## src/rtl/universal_register.sv

```systemverilog
// Universal register: hold / parallel load / shift / rotate / up-down count,
// with a serial output bit and a one-cycle wrap pulse on counter roll-over.
module universal_register #(
  parameter int               WIDTH     = 8,
  parameter logic [WIDTH-1:0] RST_VALUE = '0
) (
  input  logic             clk,
  input  logic             rst,
  input  logic             en,
  input  logic [2:0]       mode,
  input  logic [WIDTH-1:0] data_in,
  input  logic             ser_in,
  output logic [WIDTH-1:0] data_out,
  output logic             ser_out,
  output logic             wrap
);

  typedef enum logic [2:0] {
    M_HOLD = 3'b000,
    M_LOAD = 3'b001,
    M_SHR  = 3'b010,
    M_SHL  = 3'b011,
    M_ROR  = 3'b100,
    M_ROL  = 3'b101,
    M_UP   = 3'b110,
    M_DN   = 3'b111
  } mode_e;

  mode_e op;
  assign op = mode_e'(mode);

  always_ff @(posedge clk) begin
    if (rst) begin
      data_out <= RST_VALUE;
      ser_out  <= 1'b0;
      wrap     <= 1'b0;
    end else begin
      // wrap is a pulse: cleared every cycle unless a counting op rolls over
      wrap <= 1'b0;
      if (en) begin
        unique case (op)
          M_HOLD: ;
          M_LOAD: data_out <= data_in;
          M_SHR: begin
            data_out <= {ser_in, data_out[WIDTH-1:1]};
            ser_out  <= data_out[0];
          end
          M_SHL: begin
            data_out <= {data_out[WIDTH-2:0], ser_in};
            ser_out  <= data_out[WIDTH-1];
          end
          M_ROR: begin
            data_out <= {data_out[0], data_out[WIDTH-1:1]};
            ser_out  <= data_out[0];
          end
          M_ROL: begin
            data_out <= {data_out[WIDTH-2:0], data_out[WIDTH-1]};
            ser_out  <= data_out[WIDTH-1];
          end
          M_UP: begin
            data_out <= data_out + 1'b1;
            wrap     <= &data_out;
          end
          M_DN: begin
            data_out <= data_out - 1'b1;
            wrap     <= ~|data_out;
          end
          default: ;
        endcase
      end
    end
  end

endmodule

```

## config.mk

```make
export PLATFORM = sky130hd
export DESIGN_NAME = universal_register
export DESIGN_NICKNAME = d
export VERILOG_FILES = /design/src/rtl/universal_register.sv
export SDC_FILE = /design/constraint.sdc
export NUM_CORES = 1
export LEC_CHECK = 0
export CAP_MARGIN = 20
export CORE_MARGIN = 1
export CORE_UTILIZATION = 61
export CTS_CLUSTER_DIAMETER = 100
export DETAILED_ROUTE_END_ITERATION = 12
export DONT_BUFFER_PORTS = 1
export GPL_TIMING_DRIVEN = 1
export PLACE_DENSITY = 0.77
export SLEW_MARGIN = 20
export SYNTH_ARGS = -nofsm -noshare
export SYNTH_HDL_FRONTEND = slang
export SYNTH_SLANG_ARGS = --single-unit
```

## constraint.sdc

```tcl
create_clock -name clk -period 3.36 [get_ports clk]
set_clock_uncertainty 0.1 [all_clocks]
set_input_delay 0.168 -clock clk [delete_from_list [all_inputs] [get_ports clk]]
set_output_delay 0.168 -clock clk [all_outputs]
set_load 0.03 [all_outputs]
```

==> results of run 1 <==
what timing repair did:
| action | 4_1_cts | 5_1_grt |
|---|---|---|
| hold buffers | 2 | 0 |
| setup endpoints to repair | 0 | 0 |
| hold endpoints to repair | 10 | 0 |
per-stage QoR:
stage | power (mW) | instance area (um^2) | setup WS [ps] | hold WS [ps]
floorplan | 0.2384 | 975.9 | 904.7 | 184.1
global placement | 0.2430 | 937.1 | 851.7 | 139.2
detailed placement | 0.2455 | 937.1 | 782.9 | 140.2
CTS | 0.3606 | 993.5 | 741.5 | 4.997
global route | 0.3805 | 993.5 | 619.0 | 4.633
finish | 0.3600 | 993.5 | 732.4 | 9.901
layout by cell type (no fill, tap or decap), types with 2 or more instances in the layout:
cell	count
inv_1	7
a31oi_1	5
nand2_1	10
or4_4	2
dlygate4sd3_1	2
mux2_2	2
mux2i_1	7
ha_1	3
a22oi_1	2
nor2_1	9
o21ai_0	10
nor3b_1	5
nor3_1	4
nor4_1	5
nand3b_1	2
a21oi_1	10
clkbuf_4	3
xnor2_1	5
dfxtp_1	10
nand3_1	4
a311oi_1	2
xor2_1	3
cell type report:
cell class / count / area (um^2)
clock buffers: 4 / 36.28
fillers: 158 / 513.0
inverters: 7 / 26.28
multi-input cells: 103 / 683.2
flip-flops and latches: 10 / 200.2
well taps: 16 / 20.02
repair buffers: 3 / 27.53
flip-flops by register name, indices dropped and copies added, names as in the netlist:
signal,cells
data_out,8
ser_out,1
wrap,1
worst min-delay path by stage:
stage,from,endpoint,slack [ps],cells past startpoint
after floorplan,en,ser_out,180,1
after global placement,rst,data_out[1],140,1
final,rst,wrap,10,2
after detailed placement,rst,data_out[1],140,1
after global routing,rst,wrap,5,2
after CTS,rst,wrap,5,2
routing by layer:
layer | up-vias | track usage [%] | wire, um
met4 | 0 | 13.55 | 56
li1 | 472 | - | -
met3 | 7 | 6.034 | 116
met1 | 468 | 41.94 | 1177
met5 | - | 0 | 0
met2 | 36 | 44.06 | 1061
report_power, final:
group	switching [mW]	internal, mW
Combinational	0.0431	0.0409
Sequential	0.0371	0.127
Clock	0.0461	0.0659
kinds of logic (layout without fill, tap and decap cells):
kind of cell    Yosys count  count (layout)  synth area share (%)
simple gates             48              48                 27.95
flops                    10              10                 20.51
xor+xnor                  8               8                 7.180
mux                       9               9                 9.487
compound gates           35              35                 21.54
buf+inv                  21              14                 9.487
fa+ha+maj                 3               3                 3.847
synthesized netlist by cell type:
cell type / number
xnor2_1: 5
ha_1: 3
nand3_1: 4
nor2_1: 9
nand2_1: 10
o31ai_1: 1
or4_4: 2
o21ai_1: 1
or3_4: 1
buf_1: 1
nand3b_1: 2
clkbuf_1: 9
a311oi_1: 2
a22oi_1: 2
a21oi_1: 10
buf_2: 2
xor2_1: 3
a32oi_1: 1
and3b_1: 1
mux2_2: 2
nor3b_1: 5
o21ai_0: 10
nand2b_1: 1
nor4_1: 5
a31oi_1: 5
a21boi_1: 1
mux2i_1: 7
and3_1: 1
nand3_2: 1
inv_1: 7
or3_1: 1
o31a_1: 1
buf_6: 1
nand4_1: 1
nor3_1: 4
buf_4: 1
dfxtp_1: 10
o32ai_1: 1
==> results_dict.tcl, run 1 <==
set metrics [dict create \
    critPathTopFamily "simple AND/OR/NAND/NOR gates" \
    cts.reportedPaths.clkPinSlew_ps 70 \
    drc_errors 0 \
    antenna_found_initial 0 \
    yosysTopAreaCell "dfxtp_1" \
    io_pins 25 \
    slew_headroom_pct 57.46 \
    drive_gt1_share_pct 8.661 \
    grt_max_degree 16 \
    cts_inserted_buffers 3 \
    min_period_ps 2628 \
    dp_hpwl_um 1630 \
    timing.rr.end "data_out[6]" \
    instances_no_fill 143 \
    cp_max_fo 11 \
    syn_to_final_growth_pct 1.795 \
    dieWidth_um 42 \
    max_freq_ghz 0.3806 \
    leakagePower_nw 0.3869 \
    place_congestion 0.9414 \
    cts_tree "built" \
    clock-sinks 10 \
    timing.final.crit_share_pct 78.20 \
    rows 14 \
    startpoint_type "flip-flop" \
    hold_class "in2reg" \
    cp.arrival_ps 2710 \
    drv_slew 0 \
    crit_end "data_out[6]" \
    power_density_nw_per_um2 362.4 \
    cp.depth 7 \
    die_area_um2 1764 \
    finalHoldViolCount 0 \
    vias_per_cell 6.874 \
    critPathLaunch "data_out[1]" \
    syn_inst 134 \
    antenna_left 0 \
    synth.net_count 152 \
    path_class "reg2reg" \
    vias 983 \
    synth_top_cell_area_share_pct 20.51 \
    cts_resized 0 \
    grt_pass1_vias 918 \
    synth_area_um2 975.9 \
    diodes 0 \
    grt-ovfl-total 0 \
    dr.pass1.iters 4 \
    placed_cells_incl_taps 137 \
    root_buffer "clkbuf_4" \
    ff2ff_path_depth 7 \
    required_ps 3450 \
    start_util_pct 64.78 \
    fin_setup_tns_ps 0 \
    drv_cap 0 \
    ys_seq_area_share_pct 20.51 \
    critPathSlowestCell "dfxtp_1" \
    path_buf_inv 0 \
    drt_wl_total_um 2412 \
    clk_latency_ps 270 \
    syn_avg_cell_area_um2 7.283 \
    r2r_start "data_out[1]" \
    drt_iter0_markers 27 \
    post-route-util_pct 65.95 \
    peakVddDrop_mv 0.2137 \
    ys_ff_latch 10 \
    yosys_warnings 0 \
    numPortBuffers 0 \
    cp_common_cell "or4_4" \
    nets 146 \
    cts_buffer_depth 2 \
    cts_setup_buffers 0 \
    post_drt_wl_per_cell_um 16.87 \
    cp-end-kind "flip-flop" \
    path_cells "xnor2_1 -> ha_1 -> or4_4 -> or4_4 -> nand3_2 -> nand3b_1 -> a311oi_1" \
    reg2reg_setup_slack_ps 730 \
    worstMarginPinSlew_ps 637.2 \
    core_area_um2 1506 \
    synth_area_leaders "dfxtp_1 (21%), mux2i_1 (7.2%), a21oi_1 (5.1%)" \
    slowest_delay_ps 730 \
    fp.dieH_um 42 \
    grt_usage_pct 29.94 \
    rsz0062_at_grt "false" \
    status "complete, no violations" \
    yosysUniqueCellTypes 38 \
    setup_viol 0 \
    cts.htree.levels 1 \
    grt_pass1_wl_um 4057 \
]
No activity file was read; power rests on OpenSTA's default activity.
==> run 2, diff against run 1 <==
ABC_AREA = 1   (was unset)
CORE_UTILIZATION = 56   (was 61)
PLACE_DENSITY = 0.74   (was 0.77)
clock period = 2.35 ns   (was 3.36 ns; I/O delays follow)
==> results_dict.tcl, run 2 <==
set metrics [dict create \
    setup_viol 0 \
    die_area_um2 2059 \
    startpoint_type "flip-flop" \
    dieWidth_um 45.38 \
    cts_setup_buffers 0 \
    cp_max_fo 7 \
    grt_pass1_wl_um 4567 \
    instances_no_fill 209 \
    cp_common_cell "nand2_1" \
    yosys_warnings 0 \
    min_period_ps 1958 \
    syn_inst 176 \
    antenna_found_initial 0 \
    cp.arrival_ps 2070 \
    dp_slack_ps 433.4 \
    ys_ff_latch 10 \
    place_congestion 0.8927 \
    peakVddDrop_mv 0.4269 \
    ys_top_cells_by_count "nand2_1 (53), inv_1 (18), a21oi_1 (17), nor2_1 (17), nand3_1 (13)" \
    clk_latency_ps 270 \
    reg2reg_setup_slack_ps 390 \
    rows 15 \
    syn_avg_cell_area_um2 5.986 \
    io_pins 25 \
    hold_slack_ps 29.63 \
    post_drt_wl_per_cell_um 13.21 \
    critPathLaunch "data_out[1]" \
    reg_top3 "data_out (8), ser_out (1), wrap (1)" \
    grt-ovfl-total 0 \
    clock-sinks 10 \
    n_fill_cell 173 \
    ff2ff_path_depth 13 \
    top_register "data_out" \
    path_class "reg2reg" \
    async_flop_share_pct 0 \
    yosysUniqueCellTypes 33 \
    diodes 0 \
    timing.final.crit_share_pct 83.34 \
    r2r_start "data_out[1]" \
    cts_tree "built" \
    fin_setup_tns_ps 0 \
    cts_inserted_buffers 3 \
    crit_end "data_out[4]" \
    fin_ws_ps 391.6 \
    drv_cap 0 \
    synth.net_count 194 \
    syn_to_final_growth_pct 11.04 \
    synth_area_um2 1054 \
    p_total_mw 0.5201 \
    cts.reportedPaths.clkPinSlew_ps 70 \
    yosysMostFrequentCell "nand2_1" \
    path_buf_inv 1 \
    dp_hpwl_um 2055 \
    cts.htree.levels 1 \
    vias 1236 \
    dr.pass1.iters 4 \
    layout_common_cells "nand2_1 (53), inv_1 (18), a21oi_1 (17), nor2_1 (17), nand3_1 (13)" \
    critPathSlowestCell "dfxtp_1" \
    drive_gt1_share_pct 10.87 \
    leakagePower_nw 0.5357 \
    grt_usage_pct 30.50 \
    vias_per_cell 5.914 \
    nets 203 \
    status "complete, no violations" \
    synth_edf_count 0 \
    antenna_left 0 \
    placed_area_um2 1074 \
    hold_class "in2reg" \
    placed_cells_incl_taps 199 \
    numPortBuffers 0 \
    slew_headroom_pct 64.71 \
    cp-end-kind "flip-flop" \
    cts_buffer_depth 2 \
    max_freq_ghz 0.5106 \
    largest_register_ffs 8 \
    worstMarginPinSlew_ps 528.7 \
    finalInstanceArea_um2 1170 \
    yosysTopAreaCell "dfxtp_1" \
    drt_wl_total_um 2760 \
    fp.dieH_um 45.38 \
    core_area_um2 1745 \
    rsz0062_at_grt "false" \
    start_util_pct 60.36 \
    finalHoldViolCount 0 \
    hold_depth 4 \
    drt_iter0_markers 54 \
    drc_errors 0 \
    grt_pass1_vias 1034 \
    drv_slew 0 \
    final_common_cell "nand2_1" \
    synth_area_leaders "dfxtp_1 (19%), nand2_1 (19%), a21oi_1 (8.1%)" \
    path_cells "nand4_1 -> nand2_1 -> inv_1 -> ha_1 -> a21oi_1 -> nor2_1 -> nand2_1 -> nand2_1 -> nand2_1 -> nand2_1 -> o21ai_1 -> nand2_1 -> a21oi_1" \
    cp.depth 13 \
    synth_top_cell_area_share_pct 19.00 \
    grt_max_degree 14 \
    ys_seq_area_share_pct 19.00 \
    timing.rr.end "data_out[4]" \
    cts_hold_buf 6 \
    slowest_delay_ps 460 \
    required_ps 2460 \
    ys.flop_type "dfxtp_1" \
    cts_resized 0 \
    power_density_nw_per_um2 444.6 \
    post-route-util_pct 67.03 \
    critPathTopFamily "simple AND/OR/NAND/NOR gates" \
    root_buffer "clkbuf_4" \
]
run 2: power by group:
part	leakage (nW)	internal, mW	total (mW)	switching [mW]
clock network	0.0210	0.0943	0.159	0.0647
logic	0.433	0.0564	0.155	0.0986
registers	0.0817	0.179	0.206	0.0270
run 2: how the worst min path moves through the flow:
stage          startpoint          end
6_report       data_in[4]  data_out[4]
5_1_grt        data_in[4]  data_out[4]
4_1_cts           mode[0]         wrap
3_5_place_dp          rst  data_out[7]
3_3_place_gp          rst  data_out[6]
2_1_floorplan          en         wrap
run 2: cell type report:
cell class	instances	area [um^2]	share of cell area (%)
Clock buffer	4	36.28	3.102
Sequential cell	10	200.2	17.11
Inverter	20	77.57	6.631
Multi-Input combinational cell	141	742.0	63.42
Tap cell	25	31.28	2.674
Timing Repair Buffer	9	82.58	7.059
run 2: per-layer routing:
layer,vias up,part of all wire [%],global-route usage (%)
li1,610,-,-
met1,552,42,42.37
met2,69,46,47.54
met3,5,9.7,2.381
met4,0,1.8,14.55
met5,-,0,0
run 2: cells by family after synthesis:
kind of cell	synth area share [%]
XOR/XNOR	0.8315
adder cells (fa/ha/maj)	3.563
buffers and inverters	10.57
flip-flops	19.00
AO/OA/AOI/OAI	22.33
AND/OR/NAND/NOR	43.71
run 2: worst register-to-register path: cells and delay by family, from the launching register on:
kind,cells,cell delay [ps]
flops,1,460
simple gates,8,670
buf+inv,1,40
compound gates,3,460
fa+ha+maj,1,160
==> run 3, diff against run 2 <==
CORE_UTILIZATION = 62   (was 56)
PLACE_DENSITY = 0.78   (was 0.74)
clock period = 2 ns   (was 2.35 ns; I/O delays follow)
==> results_dict.tcl, run 3 (synthesized netlist as in run 2, its figures left out) <==
set metrics [dict create \
    status "complete, no violations" \
    setup_viol 0 \
    place_congestion 0.9068 \
    drt_iter0_markers 69 \
    holdPathEnd "data_out[4]" \
    core_area_um2 1541 \
    cts.htree.levels 1 \
    cts.reportedPaths.clkPinSlew_ps 60 \
    ff2ff_path_depth 13 \
    grt_pass1_vias 1116 \
    reg_top3 "data_out (8), ser_out (1), wrap (1)" \
    path_cells "nand4_1 -> nand2_1 -> inv_1 -> ha_1 -> a21oi_2 -> nor2_1 -> nand2_1 -> nand2_1 -> nand2_1 -> nand2_1 -> o21ai_1 -> nand2_1 -> a21oi_1" \
    dp_hpwl_um 2243 \
    post_drt_wl_per_cell_um 14.68 \
    required_ps 2100 \
    cts_setup_buffers 0 \
    nets 208 \
    dr.pass1.iters 4 \
    antenna_found_initial 0 \
    hold_slack_ps 12.77 \
    timing.rr.end "data_out[4]" \
    root_buffer "clkbuf_4" \
    met2_length_um 1400 \
    post-route-util_pct 77.03 \
    cp_common_cell "nand2_1" \
    io_pins 25 \
    grt_pass1_wl_um 4823 \
    switching_power_mw 0.2234 \
    clk_latency_ps 270 \
    cp_max_fo 6 \
    dieWidth_um 43.22 \
    max_freq_ghz 0.5658 \
    finalHoldViolCount 0 \
    seqCellArea_um2 201.4 \
    slew_headroom_pct 72.93 \
    n_fill_cell 130 \
    cts_tree "built" \
    drv_cap 0 \
    syn_to_final_growth_pct 12.71 \
    leakagePower_nw 0.5562 \
    vias 1262 \
    die_area_um2 1868 \
    cts_buffer_depth 2 \
    diodes 0 \
    critPathSlowestCell "dfxtp_2" \
    min_period_ps 1767 \
    clock-sinks 10 \
    peakVddDrop_mv 0.4567 \
    drc_errors 0 \
    path_class "reg2reg" \
    power_frac_clock_pct 24.1 \
    timing.final.crit_share_pct 88.37 \
    start_util_pct 68.34 \
    hp-start "data_in[4]" \
    worstMarginPinSlew_ps 405.1 \
    numPortBuffers 0 \
    multi_input_area_um2 745.7 \
    hold_depth 4 \
    grt_max_degree 14 \
    cts_inserted_buffers 3 \
    r2r_start "data_out[1]" \
    startpoint_type "flip-flop" \
    slowest_delay_ps 380 \
    p_comb_share_pct 36.9 \
    antenna_left 0 \
    drv_slew 0 \
    highest_layer "met4" \
    grt-ovfl-total 0 \
    rows 14 \
    rsz0062_at_grt "false" \
    vias_per_cell 6.186 \
    reg2reg_setup_slack_ps 230 \
    grt_usage_pct 33.80 \
    drt_wl_total_um 2995 \
    switching_share_pct 38.62 \
    final_common_cell "nand2_1" \
    largest_register_ffs 8 \
    wl_met1_um 1271 \
    hold_class "in2reg" \
    p_int_mw 0.3551 \
    power_frac_seq_pct 39.0 \
    power_density_nw_per_um2 487.3 \
    cp.arrival_ps 1870 \
    routed-wl-met3_um 256 \
    fin_setup_tns_ps 0 \
    drive_gt1_share_pct 13.83 \
    top_register "data_out" \
    fp.dieH_um 43.22 \
    layout_common_cells "nand2_1 (53), inv_1 (18), nor2_1 (17), a21oi_1 (16), nand3_1 (13)" \
    cp-end-kind "flip-flop" \
]
==> run 3: timing repair <==
item,CTS,global route
resized for setup,0,2
hold buffers,6,0
setup endpoints to repair,0,3
hold endpoints to repair,10,0
==> run 3: worst max-delay path: cells and delay by family (launching register included) <==
| family | cells | cell delay, ps |
|---|---|---|
| compound gates | 3 | 420 |
| fa+ha+maj | 1 | 180 |
| buf+inv | 1 | 40 |
| flops | 1 | 380 |
| simple gates | 8 | 570 |
==> run 3: worst max path at each step <==
stage	from	end	slack [ps]	depth (start not counted)
after floorplan	data_out[1]	data_out[4]	110	13
after global placement	data_out[1]	data_out[4]	240	13
after detailed placement	data_out[1]	data_out[4]	160	13
after CTS	data_out[1]	data_out[4]	140	13
after global routing	data_out[1]	data_out[6]	50	13
final	data_out[1]	data_out[4]	230	13
==> run 3: final cells by class <==
class                           instances  area share [%]
Clock buffer                            3           1.897
Timing Repair Buffer                   14           10.12
Sequential cell                        10           16.97
Multi-Input combinational cell        141           62.80
Tap cell                               16           1.686
Inverter                               20           6.533
==> run 3: layer usage <==
| metal | global-route usage (%) | vias to the layer above |
|---|---|---|
| li1 | - | 614 |
| met1 | 43.78 | 571 |
| met2 | 54.03 | 68 |
| met3 | 5.532 | 9 |
| met4 | 15.76 | 0 |
| met5 | 0 | - |
==> run 3: power groups by stage <==
| stage | logic, mW | registers (mW) | clock network (mW) |
|---|---|---|---|
| after detailed placement | 0.195 | 0.229 | 0 |
| after global placement | 0.191 | 0.228 | 0 |
| after floorplan | 0.132 | 0.251 | 0 |
| final | 0.213 | 0.225 | 0.140 |
| after global routing | 0.233 | 0.226 | 0.146 |
| after CTS | 0.208 | 0.224 | 0.142 |
==> run 3: through the flow <==
step	cells	power, mW	area (um^2)	worst slack [ps]
final	204	0.5786	1187	232.6
after global routing	204	0.6055	1187	50.40
after CTS	204	0.5737	1182	140.8
after detailed placement	195	0.4238	1100	158.4
after global placement	195	0.4189	1100	242.6
after floorplan	176	0.3834	1054	108.9
